### src/rtl/mem_arbiter.sv
// Round-robin arbiter granting a single-port RAM to an icache and a dcache.
// Handles abort on request drop, RAM ERROR status and a saturating watchdog.
module mem_arbiter #(
   parameter int unsigned WDOG_MAX = 255
) (
   input  logic        CLK,
   input  logic        nRST,
   input  logic        iREN,
   input  logic [31:0] iaddr,
   output logic        iwait,
   output logic [31:0] iload,
   input  logic        dREN,
   input  logic        dWEN,
   input  logic [31:0] daddr,
   input  logic [31:0] dstore,
   output logic        dwait,
   output logic [31:0] dload,
   output logic        ramREN,
   output logic        ramWEN,
   output logic [31:0] ramaddr,
   output logic [31:0] ramstore,
   input  logic [31:0] ramload,
   input  logic [1:0]  ramstate,
   output logic        err
);

   localparam logic [1:0] IDLE = 2'd0;
   localparam logic [1:0] IACC = 2'd1;
   localparam logic [1:0] DACC = 2'd2;

   localparam logic [1:0] RamAccess = 2'd2;
   localparam logic [1:0] RamError  = 2'd3;

   logic [1:0] state_q, state_d;
   logic       last_d_q, last_d_d;  // 1: dcache was granted last
   logic [7:0] wdog_q, wdog_d;
   logic       err_q, err_d;

   logic i_req, d_req, act, hit, fault, tmo, done;

   assign i_req = iREN;
   assign d_req = dREN | dWEN;
   assign hit   = (ramstate == RamAccess);
   assign fault = (ramstate == RamError);
   // Timeout fires on the cycle whose wait would bring the count to WDOG_MAX.
   assign tmo   = ((32'(wdog_q) + 32'd1) >= WDOG_MAX);
   assign err   = err_q;

   always_comb begin
      act = 1'b0;
      if (state_q == IACC) act = i_req;
      else if (state_q == DACC) act = d_req;
   end

   assign done = act & (hit | fault | tmo);

   always_comb begin
      state_d  = state_q;
      last_d_d = last_d_q;
      wdog_d   = wdog_q;
      err_d    = err_q;
      case (state_q)
         IDLE: begin
            wdog_d = '0;
            if (i_req && d_req) state_d = last_d_q ? IACC : DACC;
            else if (i_req)     state_d = IACC;
            else if (d_req)     state_d = DACC;
         end
         IACC, DACC: begin
            if (!act) begin
               state_d = IDLE;
            end else if (done) begin
               state_d  = IDLE;
               last_d_d = (state_q == DACC);
               if (!hit) err_d = 1'b1;
            end else if (wdog_q != 8'hFF) begin
               wdog_d = wdog_q + 8'd1;
            end
         end
         default: state_d = IDLE;
      endcase
   end

   always_comb begin
      iwait    = 1'b1;
      iload    = '0;
      dwait    = 1'b1;
      dload    = '0;
      ramREN   = 1'b0;
      ramWEN   = 1'b0;
      ramaddr  = '0;
      ramstore = '0;
      if (act) begin
         case (state_q)
            IACC: begin
               ramREN  = 1'b1;
               ramaddr = iaddr;
               if (done) begin
                  iwait = 1'b0;
                  iload = hit ? ramload : '0;
               end
            end
            DACC: begin
               ramaddr  = daddr;
               ramstore = dstore;
               ramWEN   = dWEN;
               ramREN   = dREN & ~dWEN;
               if (done) begin
                  dwait = 1'b0;
                  dload = (hit && !dWEN) ? ramload : '0;
               end
            end
            default: ;
         endcase
      end
   end

   always_ff @(posedge CLK or negedge nRST) begin
      if (!nRST) begin
         state_q  <= IDLE;
         last_d_q <= 1'b0;
         wdog_q   <= '0;
         err_q    <= 1'b0;
      end else begin
         state_q  <= state_d;
         last_d_q <= last_d_d;
         wdog_q   <= wdog_d;
         err_q    <= err_d;
      end
   end

endmodule

### config.mk
export PLATFORM = sky130hd
export DESIGN_NAME = mem_arbiter
export DESIGN_NICKNAME = d
export VERILOG_FILES = /design/src/rtl/mem_arbiter.sv
export SDC_FILE = /design/constraint.sdc
export NUM_CORES = 1
export LEC_CHECK = 0
export CORE_AREA = 4 4 101 103
export DETAILED_ROUTE_END_ITERATION = 10
export DIE_AREA = 0 0 105 107
export PLACE_DENSITY = 0.74
export SLEW_MARGIN = 5
export SYNTH_ARGS = -nofsm -noshare
export SYNTH_HDL_FRONTEND = slang
export SYNTH_SLANG_ARGS = --single-unit
### constraint.sdc
create_clock -name CLK -period 4.6 [get_ports CLK]
set_input_delay 0.46 -clock CLK [delete_from_list [all_inputs] [get_ports CLK]]
set_output_delay 0.46 -clock CLK [all_outputs]
set_load 0.005 [all_outputs]
==> Yosys cells after proc, flatten, opt, wreduce, memory -nomap -nowiden <==
Index checks and enable logic that the tools add are counted.
{ "op_classes": {"addsub": 2, "order_cmp": 1, "eq_ne": 10, "n_mux": 34, "n_bitwise": 7, "n_reduce_logical": 10} }
{ "op_table": {"columns": ["cell", "n"], "rows": [
  ["2-to-1 mux 32 bit", 11],
  ["one-hot mux 32 bit (2 select lines)", 1],
  ["2-to-1 mux 8 bit", 3],
  ["one-hot mux 8 bit (2 select lines)", 1],
  ["2-to-1 mux 2 bit", 6],
  ["2-to-1 mux 1 bit", 10],
  ["adder 8 x 1 -> 9 bit, second input constant", 1],
  ["greater-or-equal comparator 9 x 8 -> 1 bit, second input constant", 1],
  ["adder 8 x 1 -> 8 bit, second input constant", 1],
  ["!= test 8 bit, second input constant", 1],
  ["AND reduction 4 bit", 2],
  ["equality test 2 bit, second input constant", 3],
  ["!= test 2 bit, second input constant", 3],
  ["!= test 4 bit, second input constant", 1],
  ["one-hot mux 2 bit (2 select lines)", 1],
  ["!= test 3 bit, second input constant", 1],
  ["bitwise OR 1 bit", 3],
  ["AND reduction 3 bit", 1],
  ["AND 1 bit", 2],
  ["equality test 2 x 1 -> 1 bit, second input constant", 1],
  ["logical AND 1 bit", 2],
  ["zero test 2 bit", 1],
  ["NOT 1 bit", 2],
  ["one-hot mux 1 bit (2 select lines)", 1],
  ["4 further kinds", 4]
]} }
{ "word_totals": {"regBits": 12, "word_cells": 68} }

==> Longest topological paths before layout <==
{ "depth": {"word_depth": 7, "ltp_mapped": 9, "ltp_nobuf": 7} }

==> Least setup slack after synthesis <==
Ideal clock, no wire load.
{ "synth_timing": {"path_kind": "flip-flop to output port", "start": "register state_q[1]", "end": "output dload[10]", "arrival_ns": 1.745, "setup_slack_ns": 2.395, "stages_incl_launch_ff": 10, "n_path_buf": 2, "path_cell_list": "dfrtp_1 -> inv_1 -> ha_1 -> buf_2 -> nand2_1 -> o21ai_2 -> and2_1 -> nor3b_2 -> clkbuf_1 -> and2_1"} }
{ "synth_via": {"elab_chain_len": 7, "elab_cells_between_ends": 8, "classes_between": "eq/ne (2); mux (5); bitwise (1)"} }
{ "synth_rtl": {"columns": ["element", "line_no", "rtl"], "rows": [
  ["start: declaration", "34", "logic [1:0] state_q, state_d;"],
  ["start signal: assignment", "125", "state_q <= state_d;"],
  ["equality test 2 bit", "52, 94", null],
  ["2-to-1 mux 1 bit", "52", "else if (state_q == DACC) act = d_req;"],
  ["2-to-1 mux 1 bit", "51", "if (state_q == IACC) act = i_req;"],
  ["AND 1 bit", "55", "assign done = act & (hit | fault | tmo);"],
  ["2-to-1 mux 32 bit", "108", "if (done) begin"],
  ["2-to-1 mux 32 bit", "94", "case (state_q)"],
  ["2-to-1 mux 32 bit (*)", "93", "if (act) begin"],
  ["end: declaration", "17", "output logic [31:0] dload,"]
]} }
Every way passes the cells marked *; elsewhere a longest branch is shown, timed or not.

==> Worst setup path in the final report <==
{ "layout_timing": {"start": "register state_q[1]", "end": "output dload[31]"} }
The elaborated chain is that of the path after synthesis.

==> metrics <==
status=finished, final reports clean; CP Class=register to output port; DR iter-0 viols=140; DRT antenna net count=0; count of pins over their slew limit=0; area of the mapped netlist=0.00202 mm²; Fin. Hold Viols=0; max_cap viols=0; share of layout cells above drive strength 1=3.93%; Worst Path Arrival=3.39 ns; root buf cell=clkbuf_8; Post-CTS Hold Buffers=0; total gr overflow=0; Data required, critical path=4.14 ns; postcts setup bufs=0; dominant cell type by area after synthesis=and2_1; unrepaired setup endpoints after global routing=false; worst-margin pin slew=1.06 ns; DR DRC count=0; largest net degree at the start of global routing=70; post-route clock period utilization=83.8%; Hold Path Class=register to register; Worst-path clk slew=0.06 ns; Post-Route Skew=0.00217 ns; Placed Area=0.00476 mm²; antenna violations before repair=2; nets=676; number of I/O port buffers=267; Mapped Nets=426; sum of negative setup slack=0 ns; CTS Buf Count=3; Die Height=107 µm; YS warnings=0; crit path capture type=output port; I/O Pins=268; Mapped Cells=286; GRT Total Usage=19.6%; # resized after CTS=0; initial core utilization=22.0%; routed wire length=12000 µm; Pleak=0.00190 µW; Core ar.=0.00920 mm²; Final min period=3.85 ns; global placement routability congestion=0.944; FP Rows=35; Post-Layout Cell Count=648; die area=0.0112 mm²; Final HPWL DP=9880 µm; Cells after DPL=642; Via density=4.83; syn_area_per_cell=7.06 µm²; # fillers=829; flops & latches, synth=12; Synth-to-Final Area Change=139%; H-tree depth=1; worst skew pair latency=0.25 ns; Max Freq=259 MHz; Clock Path Buffers=2; Area contributors post-synth=and2_1 (20%), dfrtp_1 (15%), a22oi_1 (12%), and3_1 (11%), nor2_1 (6.9%); CTS sink cnt=12; sequential share of the synthesized area=14.9%; worst vdd ir=0.000209 V; drt wl/cell=18.6 µm; CP max FO=37; final setup fails=0; unique cell type count in the Yosys netlist=48; vias in the first global route=3120; Startpoint Class=register; DRT Pass-1 Iters=4; first-pass GRT wire length=17700 µm; top-area cell type share of the netlist area=19.8%; Slew headroom=29.1%; via count=3129; CTS tree=built; post-route design area=0.00482 mm²; Power Dens Cells=273 mW/mm²; chip width=105 µm
[Yosys cell counts (all sizes together)]
cell type / n
or4b: 1
nor4: 1
mux2i: 2
a31o: 1
mux2: 2
ha: 5
buf: 3
o211ai: 3
nand4b: 1
nor3: 3
clkbuf: 24
or4: 1
nor2: 37
dfrtp: 12
o31ai: 1
and3: 37
or2b: 1
o221ai: 1
nand2: 12
xnor2: 1
nor3b: 2
o211a: 1
and4: 1
nand2b: 4
nand3: 9
inv: 5
and2: 64
o21ai: 6
or2: 1
xor2: 2
a31oi: 2
o22ai: 1
or3: 1
a22oi: 32
a41o: 1
a211oi: 1
a32o: 1
a21oi: 3
[kinds of logic (layout without fill, tap and decap cells)]
group                      after synthesis  after routing  share of synthesized area, %
DFF                                     12             12                          14.9
AOI/OAI and AO/OA                       54             54                          20.7
adders and majority gates                5              5                          3.10
buffers and inverters                   32            281                          6.57
xor gates and xnor gates                 3              3                          2.23
and+or+nand+nor                        176            176                          50.4
other                                    0              2                             0
muxes                                    4              4                          2.11
[state kept, by name (all words and copies together), names as in the netlist]
register and count:
wdog_q 8, err 1, state_q 2, last_d_q 1
[where the power goes]
part | internal, µW | switching [µW] | leakage [µW]
sequential | 131 | 23.5 | 0.000158
clock | 75.8 | 43.0 | 0.0000288
combinational | 541 | 501 | 0.00171
total | 748 | 567 | 0.00190
[area by class of cell]
cell class,instances,area (µm²),area share (%)
Clock buffer,4,55.1,1.14
Antenna cell,2,5.00,0.104
Inverter,5,18.8,0.390
Sequential cell,12,300,6.23
Timing Repair Buffer,272,2710,56.3
Multi-Input combinational cell,242,1590,33.0
Tap cell,111,139,2.88
[worst paths after layout]
check,cells after the start,end,startpoint,slack [ns]
worst min register to register,1,err$_DFFE_PN0P_,err$_DFFE_PN0P_,0.47
worst max register to register,8,state_q[1]$_DFFE_PN0P_,state_q[0]$_DFFE_PN0P_,1.94
worst min-delay path,1,err$_DFFE_PN0P_,err$_DFFE_PN0P_,0.47
min in group asynchronous,1,wdog_q[1]$_DFFE_PN0P_,nRST,0.59
worst max-delay path,9,dload[31],state_q[1]$_DFFE_PN0P_,0.75
max in group asynchronous,1,wdog_q[3]$_DFFE_PN0P_,nRST,3.63
[critical path, stage by stage (launching register included)]
cell and delay, ns:
dfrtp_1 0.37, inv_1 0.08, ha_1 0.18, buf_4 0.25, o21ai_2 0.88, and2_1 0.25, nor3b_2 0.15, buf_4 0.28
and3_1 0.20, clkdlybuf4s50_1 0.51
[layer usage]
layer	GRT usage, %	up-vias	part of all wire (%)
met5	0	-	0
met4	6.09	0	1.4
met3	5.42	13	8.6
met2	34.9	171	50
met1	22.8	1436	40
li1	-	1509	-
[layout by cell type, fill, tap and decap left out, types with 2 or more instances in the layout]
master           count
a21oi_1              3
a31oi_1              2
mux2i_1              2
clkdlybuf4s50_1    267
clkbuf_8             4
o211ai_1             3
dfrtp_1             12
nand2_1             12
inv_1                5
ha_1                 4
and2_1              64
nor2_1              37
xor2_1               2
nand3_1              9
o21ai_0              3
diode_2              2
buf_4                5
nand2b_1             4
a22oi_1             32
and3_1              36
[per-stage QoR]
stage	setup slack, ns	power (µW)	utilization (%)	hold slack, ns
6_report	0.746	1320	52.4	0.474
5_1_grt	0.508	1400	52.4	0.490
4_1_cts	0.742	1330	52.3	0.474
3_5_place_dp	0.804	1200	51.7	0.457
3_3_place_gp	0.906	1180	51.7	0.459
2_1_floorplan	2.40	658	-	0.164
(Power assumes the default switching activity.)
